File: config.mk
export PLATFORM = sky130hd
export DESIGN_NAME = alu_seq_flat
export DESIGN_NICKNAME = d
export VERILOG_FILES = /design/src/rtl/alu_seq_if.sv /design/src/rtl/alu_seq.sv /design/src/flat_wrapper.sv
export SDC_FILE = /design/constraint.sdc
export NUM_CORES = 1
export LEC_CHECK = 0
export CAP_MARGIN = 10
export CORE_ASPECT_RATIO = 0.75
export CORE_MARGIN = 3
export CORE_UTILIZATION = 65
export CTS_BUF_LIST = sky130_fd_sc_hd__clkbuf_4 sky130_fd_sc_hd__clkbuf_8
export CTS_CLUSTER_SIZE = 20
export DETAILED_ROUTE_END_ITERATION = 12
export DONT_BUFFER_PORTS = 1
export GPL_ROUTABILITY_DRIVEN = 0
export PLACE_DENSITY = 0.8
export SLEW_MARGIN = 10
export SYNTH_ARGS = -nofsm -noshare
export SYNTH_HDL_FRONTEND = slang
export SYNTH_SLANG_ARGS = --single-unit
File: constraint.sdc
create_clock -name clk -period 3.3 [get_ports clk]
set_clock_uncertainty 0.1 [all_clocks]
set_input_delay 0.66 -clock clk [delete_from_list [all_inputs] [get_ports clk]]
set_output_delay 0.66 -clock clk [all_outputs]
set_load 0.01 [all_outputs]
File: src/rtl/alu_seq_if.sv
// alu_seq_if -- request/result bundle for the sequential ALU.
//   master : drives start, Arit, Op, Mul, A, B; observes results.
//   slave  : the ALU itself; drives R, z, c, s, v, busy, done.
// WIDTH must match the alu_seq instance it connects to.
interface alu_seq_if #(
    parameter int WIDTH = 8
);
    logic             start;
    logic             Arit;
    logic [1:0]       Op;
    logic             Mul;
    logic [WIDTH-1:0] A;
    logic [WIDTH-1:0] B;
    logic [WIDTH-1:0] R;
    logic             z;
    logic             c;
    logic             s;
    logic             v;
    logic             busy;
    logic             done;

    modport master (
        output start, Arit, Op, Mul, A, B,
        input  R, z, c, s, v, busy, done
    );

    modport slave (
        input  start, Arit, Op, Mul, A, B,
        output R, z, c, s, v, busy, done
    );
endinterface

File: src/rtl/alu_seq.sv
// alu_seq -- sequential ALU: single-cycle add/sub/negate and logic ops,
// plus an optional WIDTH-cycle shift-add unsigned multiplier.
//   clk   : rising-edge clock
//   rst_n : asynchronous active-low reset (aborts any operation)
//   bus   : alu_seq_if.slave -- start/Arit/Op/Mul/A/B in, R/z/c/s/v/busy/done out
// Build option: define ALU_SEQ_MUL_EN to include the multiplier (Mul=1).
// Without it Mul is ignored and the MUL state does not exist.
module alu_seq #(
    parameter int WIDTH = 8
) (
    input logic       clk,
    input logic       rst_n,
    alu_seq_if.slave  bus
);
    localparam logic [WIDTH:0]   ONE  = (WIDTH+1)'(1);
    localparam logic [WIDTH-1:0] SMIN = {1'b1, {(WIDTH-1){1'b0}}};
    localparam int               MSB  = WIDTH - 1;

`ifdef ALU_SEQ_MUL_EN
    typedef enum logic [1:0] {IDLE, EXEC, MUL} state_t;
    localparam int CW = $clog2(WIDTH + 1);
`else
    typedef enum logic [1:0] {IDLE, EXEC} state_t;
`endif

    state_t           state_q;
    logic [WIDTH-1:0] a_q, b_q, r_q;
    logic [1:0]       op_q;
    logic             arit_q;
    logic             z_q, c_q, s_q, v_q, busy_q, done_q;

    // Single-cycle result computed from the captured operands.
    logic [WIDTH:0]   sum_d;
    logic [WIDTH-1:0] r_d;
    logic             z_d, c_d, s_d, v_d;

    always_comb begin
        sum_d = '0;
        r_d   = '0;
        c_d   = 1'b0;
        s_d   = 1'b0;
        v_d   = 1'b0;
        if (arit_q) begin
            case (op_q)
                2'b00:   sum_d = {1'b0, a_q} + {1'b0, b_q};
                2'b01:   sum_d = {1'b0, a_q} + {1'b0, ~b_q} + ONE;
                2'b10:   sum_d = {1'b0, ~a_q} + ONE;
                default: sum_d = {1'b0, ~b_q} + ONE;
            endcase
            r_d = sum_d[WIDTH-1:0];
            c_d = sum_d[WIDTH];
            s_d = r_d[MSB];
            // Overflow from operand/result sign bits; negation only
            // overflows on the most negative value.
            case (op_q)
                2'b00:   v_d = (a_q[MSB] == b_q[MSB]) && (r_d[MSB] != a_q[MSB]);
                2'b01:   v_d = (a_q[MSB] != b_q[MSB]) && (r_d[MSB] != a_q[MSB]);
                2'b10:   v_d = (a_q == SMIN);
                default: v_d = (b_q == SMIN);
            endcase
        end else begin
            case (op_q)
                2'b00:   r_d = a_q & b_q;
                2'b01:   r_d = a_q | b_q;
                2'b10:   r_d = a_q ^ b_q;
                default: r_d = ~a_q;
            endcase
        end
        z_d = (r_d == '0);
    end

`ifdef ALU_SEQ_MUL_EN
    // p_q = {partial high half, remaining multiplier bits}; each step adds A
    // into the high half when the current multiplier LSB is set, then shifts.
    logic [2*WIDTH-1:0] p_q;
    logic [CW-1:0]      cnt_q;
    logic [WIDTH:0]     psum;

    always_comb begin
        psum = {1'b0, p_q[2*WIDTH-1:WIDTH]} + (p_q[0] ? {1'b0, a_q} : '0);
    end
`else
    logic unused_mul;
    assign unused_mul = bus.Mul;
`endif

    always_ff @(posedge clk or negedge rst_n) begin
        if (!rst_n) begin
            state_q <= IDLE;
            a_q     <= '0;
            b_q     <= '0;
            op_q    <= '0;
            arit_q  <= 1'b0;
            r_q     <= '0;
            z_q     <= 1'b0;
            c_q     <= 1'b0;
            s_q     <= 1'b0;
            v_q     <= 1'b0;
            busy_q  <= 1'b0;
            done_q  <= 1'b0;
`ifdef ALU_SEQ_MUL_EN
            p_q     <= '0;
            cnt_q   <= '0;
`endif
        end else begin
            done_q <= 1'b0;
            case (state_q)
                IDLE: if (bus.start) begin
                    a_q    <= bus.A;
                    b_q    <= bus.B;
                    op_q   <= bus.Op;
                    arit_q <= bus.Arit;
                    busy_q <= 1'b1;
`ifdef ALU_SEQ_MUL_EN
                    if (bus.Mul) begin
                        state_q <= MUL;
                        p_q     <= {{WIDTH{1'b0}}, bus.B};
                        cnt_q   <= '0;
                    end else begin
                        state_q <= EXEC;
                    end
`else
                    state_q <= EXEC;
`endif
                end
                EXEC: begin
                    r_q     <= r_d;
                    z_q     <= z_d;
                    c_q     <= c_d;
                    s_q     <= s_d;
                    v_q     <= v_d;
                    done_q  <= 1'b1;
                    busy_q  <= 1'b0;
                    state_q <= IDLE;
                end
`ifdef ALU_SEQ_MUL_EN
                // WIDTH shift-add steps, then one edge to publish the result.
                MUL: if (cnt_q != CW'(WIDTH)) begin
                    p_q   <= {psum, p_q[WIDTH-1:1]};
                    cnt_q <= cnt_q + CW'(1);
                end else begin
                    r_q     <= p_q[WIDTH-1:0];
                    z_q     <= (p_q[WIDTH-1:0] == '0);
                    c_q     <= |p_q[2*WIDTH-1:WIDTH];
                    s_q     <= p_q[WIDTH-1];
                    v_q     <= 1'b0;
                    done_q  <= 1'b1;
                    busy_q  <= 1'b0;
                    state_q <= IDLE;
                end
`endif
                default: state_q <= IDLE;
            endcase
        end
    end

    assign bus.R    = r_q;
    assign bus.z    = z_q;
    assign bus.c    = c_q;
    assign bus.s    = s_q;
    assign bus.v    = v_q;
    assign bus.busy = busy_q;
    assign bus.done = done_q;
endmodule

File: src/flat_wrapper.sv
// flat-port wrapper written by rule: the top's interface ports become plain ports
module alu_seq_flat 
#(
    parameter int WIDTH = 8
)
  (clk, rst_n, bus_start, bus_Arit, bus_Op, bus_Mul, bus_A, bus_B, bus_R, bus_z, bus_c, bus_s, bus_v, bus_busy, bus_done);
  alu_seq_if #(.WIDTH(WIDTH)) bus_i ();
  input logic clk;
  input logic rst_n;
  input wire logic [$bits(bus_i.start)-1:0] bus_start;
  input wire logic [$bits(bus_i.Arit)-1:0] bus_Arit;
  input wire logic [$bits(bus_i.Op)-1:0] bus_Op;
  input wire logic [$bits(bus_i.Mul)-1:0] bus_Mul;
  input wire logic [$bits(bus_i.A)-1:0] bus_A;
  input wire logic [$bits(bus_i.B)-1:0] bus_B;
  output wire logic [$bits(bus_i.R)-1:0] bus_R;
  output wire logic [$bits(bus_i.z)-1:0] bus_z;
  output wire logic [$bits(bus_i.c)-1:0] bus_c;
  output wire logic [$bits(bus_i.s)-1:0] bus_s;
  output wire logic [$bits(bus_i.v)-1:0] bus_v;
  output wire logic [$bits(bus_i.busy)-1:0] bus_busy;
  output wire logic [$bits(bus_i.done)-1:0] bus_done;
  assign bus_i.start = bus_start;
  assign bus_i.Arit = bus_Arit;
  assign bus_i.Op = bus_Op;
  assign bus_i.Mul = bus_Mul;
  assign bus_i.A = bus_A;
  assign bus_i.B = bus_B;
  assign bus_R = bus_i.R;
  assign bus_z = bus_i.z;
  assign bus_c = bus_i.c;
  assign bus_s = bus_i.s;
  assign bus_v = bus_i.v;
  assign bus_busy = bus_i.busy;
  assign bus_done = bus_i.done;
  alu_seq #(.WIDTH(WIDTH)) u_core (.clk(clk), .rst_n(rst_n), .bus(bus_i));
endmodule
# Yosys cells after proc, flatten, opt, wreduce, memory -nomap -nowiden

Cells that the tools add are included.

Logic and storage cells: 52
Register bits: 35
Input bits: 23

Reductions and logical operators: 8
Add/sub/neg operators: 5
Muxes and demuxes: 13
Bitwise logic cells: 5
Eq/ne operators: 9

Operators with widths:

| operator            | number |
|---|---|
| $pmux 9 s3          | 1 |
| $pmux 8 s3          | 1 |
| $add 8x1->9 const B | 2 |
| $add 8x8->9         | 2 |
| $eq 8x8->1 const B  | 2 |
| $not 8->8           | 2 |
| $add 9x1->9 const B | 1 |
| $mux 9              | 1 |
| $and 8x8->8         | 1 |
| $logic_not 8->1     | 1 |
| $mux 8              | 1 |
| $or 8x8->8          | 1 |
| $xor 8x8->8         | 1 |
| $mux 1              | 5 |
| $eq 2x1->1 const B  | 2 |
| $logic_not 2->1     | 2 |
| $mux 2              | 2 |
| $reduce_and 2->1    | 2 |
| $pmux 1 s3          | 1 |
| $eq 2x2->1 const B  | 1 |
| $logic_and 1x1->1   | 2 |
| $ne 1x1->1          | 2 |
| $ne 2x2->1 const B  | 1 |
| $pmux 1 s2          | 1 |
| 2 further kinds     | 2 |

# Logic depth before layout (Yosys ltp)

Depth after elaboration: 9
Gate-level depth with buffers: 12
Gate-level depth less buffers: 10

# Worst setup path before layout

OpenSTA, ideal clock, no wires.

Path kind: reg-to-reg
Start: register u_core.a_q[2]
End: register u_core.r_q[7] (netlist: u_core.bus.R[7])
Required time: 3.075 ns
Clock period less this slack: 2.559 ns
Path slack: 0.741 ns
Path buffers: 0
Arrival time: 2.334 ns
Cell stages (with the launch flop): 10
Cell sequence: dfrtp_1 > inv_1 > ha_1 > inv_1 > o311ai_0 > nand4_1 > nand3_1 > xor2_1 > mux4_2 > mux2_2

Cells in the longest elaborated chain, start to end: 5

Ends and longest elaborated chain:

| element                                    | line                         | RTL |
|---|---|---|
| from (decl)                                | alu_seq.sv:27                | `logic [WIDTH-1:0] a_q, b_q, r_q;` |
| from (signal assigned)                     | alu_seq.sv:109               | `a_q <= bus.A;` |
| $add 8x8->9 or $not 8->8 (tied branches)   | alu_seq.sv:46, alu_seq.sv:47 |  |
| $add 9x1->9 or $add 8x1->9 (tied branches) | alu_seq.sv:46, alu_seq.sv:47 |  |
| $pmux 9 s3 (*)                             | alu_seq.sv:44                | `case (op_q)` |
| $mux 9 (*)                                 | alu_seq.sv:43                | `if (arit_q) begin` |
| $mux 8 (*)                                 | alu_seq.sv:43                |  |
| to (signal assigned)                       | alu_seq.sv:127               | `r_q <= r_d;` |
| to (decl)                                  | alu_seq.sv:27                |  |

Mark *: on every way between the ends. The rest lies on a longest branch, timed or not. The select of a mux whose other input is x is not followed.
A chain may end at the register's enable or synchronous reset.

# Worst setup path in the final report

Start: register u_core.a_q[3]
End: register u_core.r_q[7] (netlist: u_core.bus.R[7])

Same word-level chain as after synthesis.

==> results by group <==
Outcome
  – Status: finished clean

Min path
  – Worst min path class: in -> async

Clock network
  – Root Buffer: clkbuf_8
  – Clock H-tree levels: 2
  – Clock Tree Buf Depth: 2
  – PostCTS Resize Cnt: 0
  – Cts bufs inserted: 5
  – Clock sink count: 33
  – TritonCTS clock tree: done
  – Clock Pin Slew Worst Setup and Hold Paths: about 0.07 ns
  – Post-CTS Setup Bufs: 0
  – Worst-skew pair later-pin latency: 0.29 ns

GRT
  – Gr usage total: around 26%
  – Largest net degree at the start of global routing: 40
  – Vias in the first global route: 2022
  – First-pass GRT wire length: 9.60 mm
  – Gr ovfl total: 0
  – Initial antenna violation count: 0

Placed design
  – DP Worst Slack: 0.461 ns
  – # port buffers: 0
  – Detail Placement HPWL: ~4.3 mm
  – Area after DPL: 2690 um^2
  – Placed insts: 354

STA
  – Final WS setup: just under 0.4 ns
  – TNS Setup: 0 ns
  – Min cycle time layout: 2.90 ns
  – Worst slew margin: a little over two thirds
  – Hold Fails Final Rpt: 0
  – Unrepaired setup endpoints after global routing: false
  – Max-slew violations: 0
  – Worst-Margin Slew: 0.451 ns
  – Final Setup Violations: 0
  – F_max: approximately 0.34 GHz
  – Fin crit share: just under 90%

Yosys
  – Unique masters post-synth: 51
  – Post-Synthesis Cells: between 300 and 400
  – Largest area contributor in the netlist: dfrtp_1
  – Avg Inst Size Synth: around 8.5 um^2
  – Syn Nets: 364
  – Async set-reset flop share out of synthesis: 100%
  – Number of synthesized flops with an enable pin: 0
  – Count leader, synth: nand2_1
  – Synth area leaders: dfrtp_1, ha_1, o21ai_0
  – Dominant synthesized flop cell: dfrtp_1
  – Most instantiated cells after synthesis: nand2_1, inv_1, dfrtp_1
  – #FFs+latches synth: 33
  – Yosys top cell area share: between 30% and 40%
  – Syn. warnings: 0
  – Post-Syn Area: between 2000 and 3000 um^2
  – Register area share after synthesis: 30.8%

Route
  – Drt wl/cell: 16.2 um
  – DRT iter0 DRCs: ~220
  – Vias: around 2.2k
  – Vias/cell: 6.18
  – Drt first pass iters: 4
  – DRT Wirelength: around 5.9 mm
  – Residual DRC: 0
  – Post-DRT Antenna Nets: 0

Setup path
  – Type of destination of the critical path: register
  – Register-to-register setup slack: between 0.3 and 0.4 ns
  – Critical Path Start Type: register
  – WP data arrival: between 2 and 3 ns
  – Critical path fanouts, max: 7
  – Req. time, crit path: 3.37 ns
  – CP Class: reg -> reg

Floorplan
  – Die boundary height: between 60 and 70 um
  – Number of I/O pins: 37
  – Initial Util: a little over two thirds
  – Die ar.: about 4900 um^2
  – Std cell rows: 19
  – CORE AREA: 3800 um^2
  – Die width: between 80 and 90 um

Layout
  – Layout Cells excl Fill: around 360
  – Synth-to-Final Area Change: 5.14%
  – Final instance area: between 2000 and 3000 um^2
  – ANT cells: 0
  – Nets: 360
  – Layout cell share with drive strength beyond 1: around a tenth

Power
  – PwrDens: between 500 and 600 nW/um^2
  – Pleak: around 1.3 nW
  – Maximum vdd drop: roughly 0.42 mV

Run
  – MaxCap Viol Count: 0
[sequential cells by signal, summed over array words and instances (netlist names)]
| name | cells |
|---|---|
| u_core.bus.s | 1 |
| u_core.bus.v | 1 |
| u_core.bus.busy | 1 |
| u_core.a_q | 8 |
| u_core.b_q | 8 |
| u_core.op_q | 2 |
| u_core.bus.done | 1 |
| u_core.bus.z | 1 |
| u_core.bus.c | 1 |
| u_core.arit_q | 1 |
| u_core.bus.R | 8 |
[worst paths after layout]
kind | startpoint | to | cells after the start
min | rst_n | u_core.b_q[1] | 1
min reg2reg | u_core.bus.R[1] | u_core.bus.R[1] | 1
max | u_core.a_q[3] | u_core.bus.R[7] | 9
min in group clk | bus_B[3] | u_core.b_q[3] | 2
max in group asynchronous | rst_n | u_core.a_q[5] | 1
max reg2reg | u_core.a_q[3] | u_core.bus.R[7] | 9
[layout make-up]
| class | instances | area [um^2] |
|---|---|---|
| Multi-Input combinational cell | 229 | 1630 |
| Fill cell | 303 | 988 |
| Sequential cell | 33 | 826 |
| Inverter | 35 | 131 |
| Clock buffer | 7 | 96.3 |
| Tap cell | 52 | 65.1 |
| Timing Repair Buffer | 6 | 57.6 |
| Clock inverter | 1 | 5.00 |
[worst max-delay path: stages (launching register included)]
cell and delay [ns]:
dfrtp_1 0.40, inv_1 0.10, ha_1 0.38, a21oi_1 0.31
o311ai_0 0.24, nand4_1 0.14, nand3_1 0.15, xor2_1 0.20
mux4_2 0.49, mux2_2 0.27
[power by group]
group | internal, mW | switching (mW) | total [mW]
Combinational | 0.293 | 0.403 | 0.696
Sequential | 0.484 | 0.0956 | 0.579
Clock | 0.188 | 0.145 | 0.334
Total | 0.965 | 0.645 | 1.61
[timing repair]
item / CTS / global route
endpoints found under the hold margin: 33 / 0
hold buffers: 1 / 0
endpoints found under the setup margin: 0 / 0
[cells by family after synthesis]
| group | Yosys count | synth area share [%] |
|---|---|---|
| simple gates | 86 | 14.6 |
| compound gates | 90 | 21.4 |
| xor+xnor | 12 | 3.93 |
| buf+inv | 52 | 8.22 |
| mux | 14 | 7.90 |
| fa+ha+maj | 27 | 13.2 |
| flops | 33 | 30.8 |
[per-layer routing]
layer / global-route usage (%) / vias up / routed length [um]
met3: 7.02 / 4 / 528
met1: 37.4 / 1068 / 2850
met2: 38.6 / 88 / 2480
met4: 6.02 / 0 / 31
li1: - / 1083 / -
met5: 0 / - / 0
[cells in the final DEF, fill, tap and decap left out, types with 2 or more instances in the layout]
cell type / n
o21bai_1: 3
nor2b_1: 2
ha_1: 25
inv_1: 34
nand2b_1: 3
nand2_1: 38
xnor2_1: 7
nor2_1: 24
o21ai_0: 32
mux4_2: 5
nand4_1: 3
nand3_1: 5
nor4b_1: 3
clkbuf_8: 7
o31a_1: 2
fa_1: 2
mux2_2: 4
mux2i_1: 4
o221ai_1: 3
a21oi_1: 22
o211a_1: 2
and2_1: 2
buf_4: 5
a31oi_1: 4
o211ai_1: 5
nor3b_1: 2
xor2_1: 5
o22ai_1: 3
dfrtp_1: 33
[metrics by stage]
stage	hold slack, ns	power (mW)	utilization, %
after global placement	0.265	1.23	70.8
after CTS	0.0978	1.61	74.0
after detailed placement	0.265	1.25	70.8
after global routing	0.0976	1.73	74.0
final	0.0989	1.61	74.0
after floorplan	0.264	1.12	-
No activity file was read; power rests on OpenSTA's default activity.
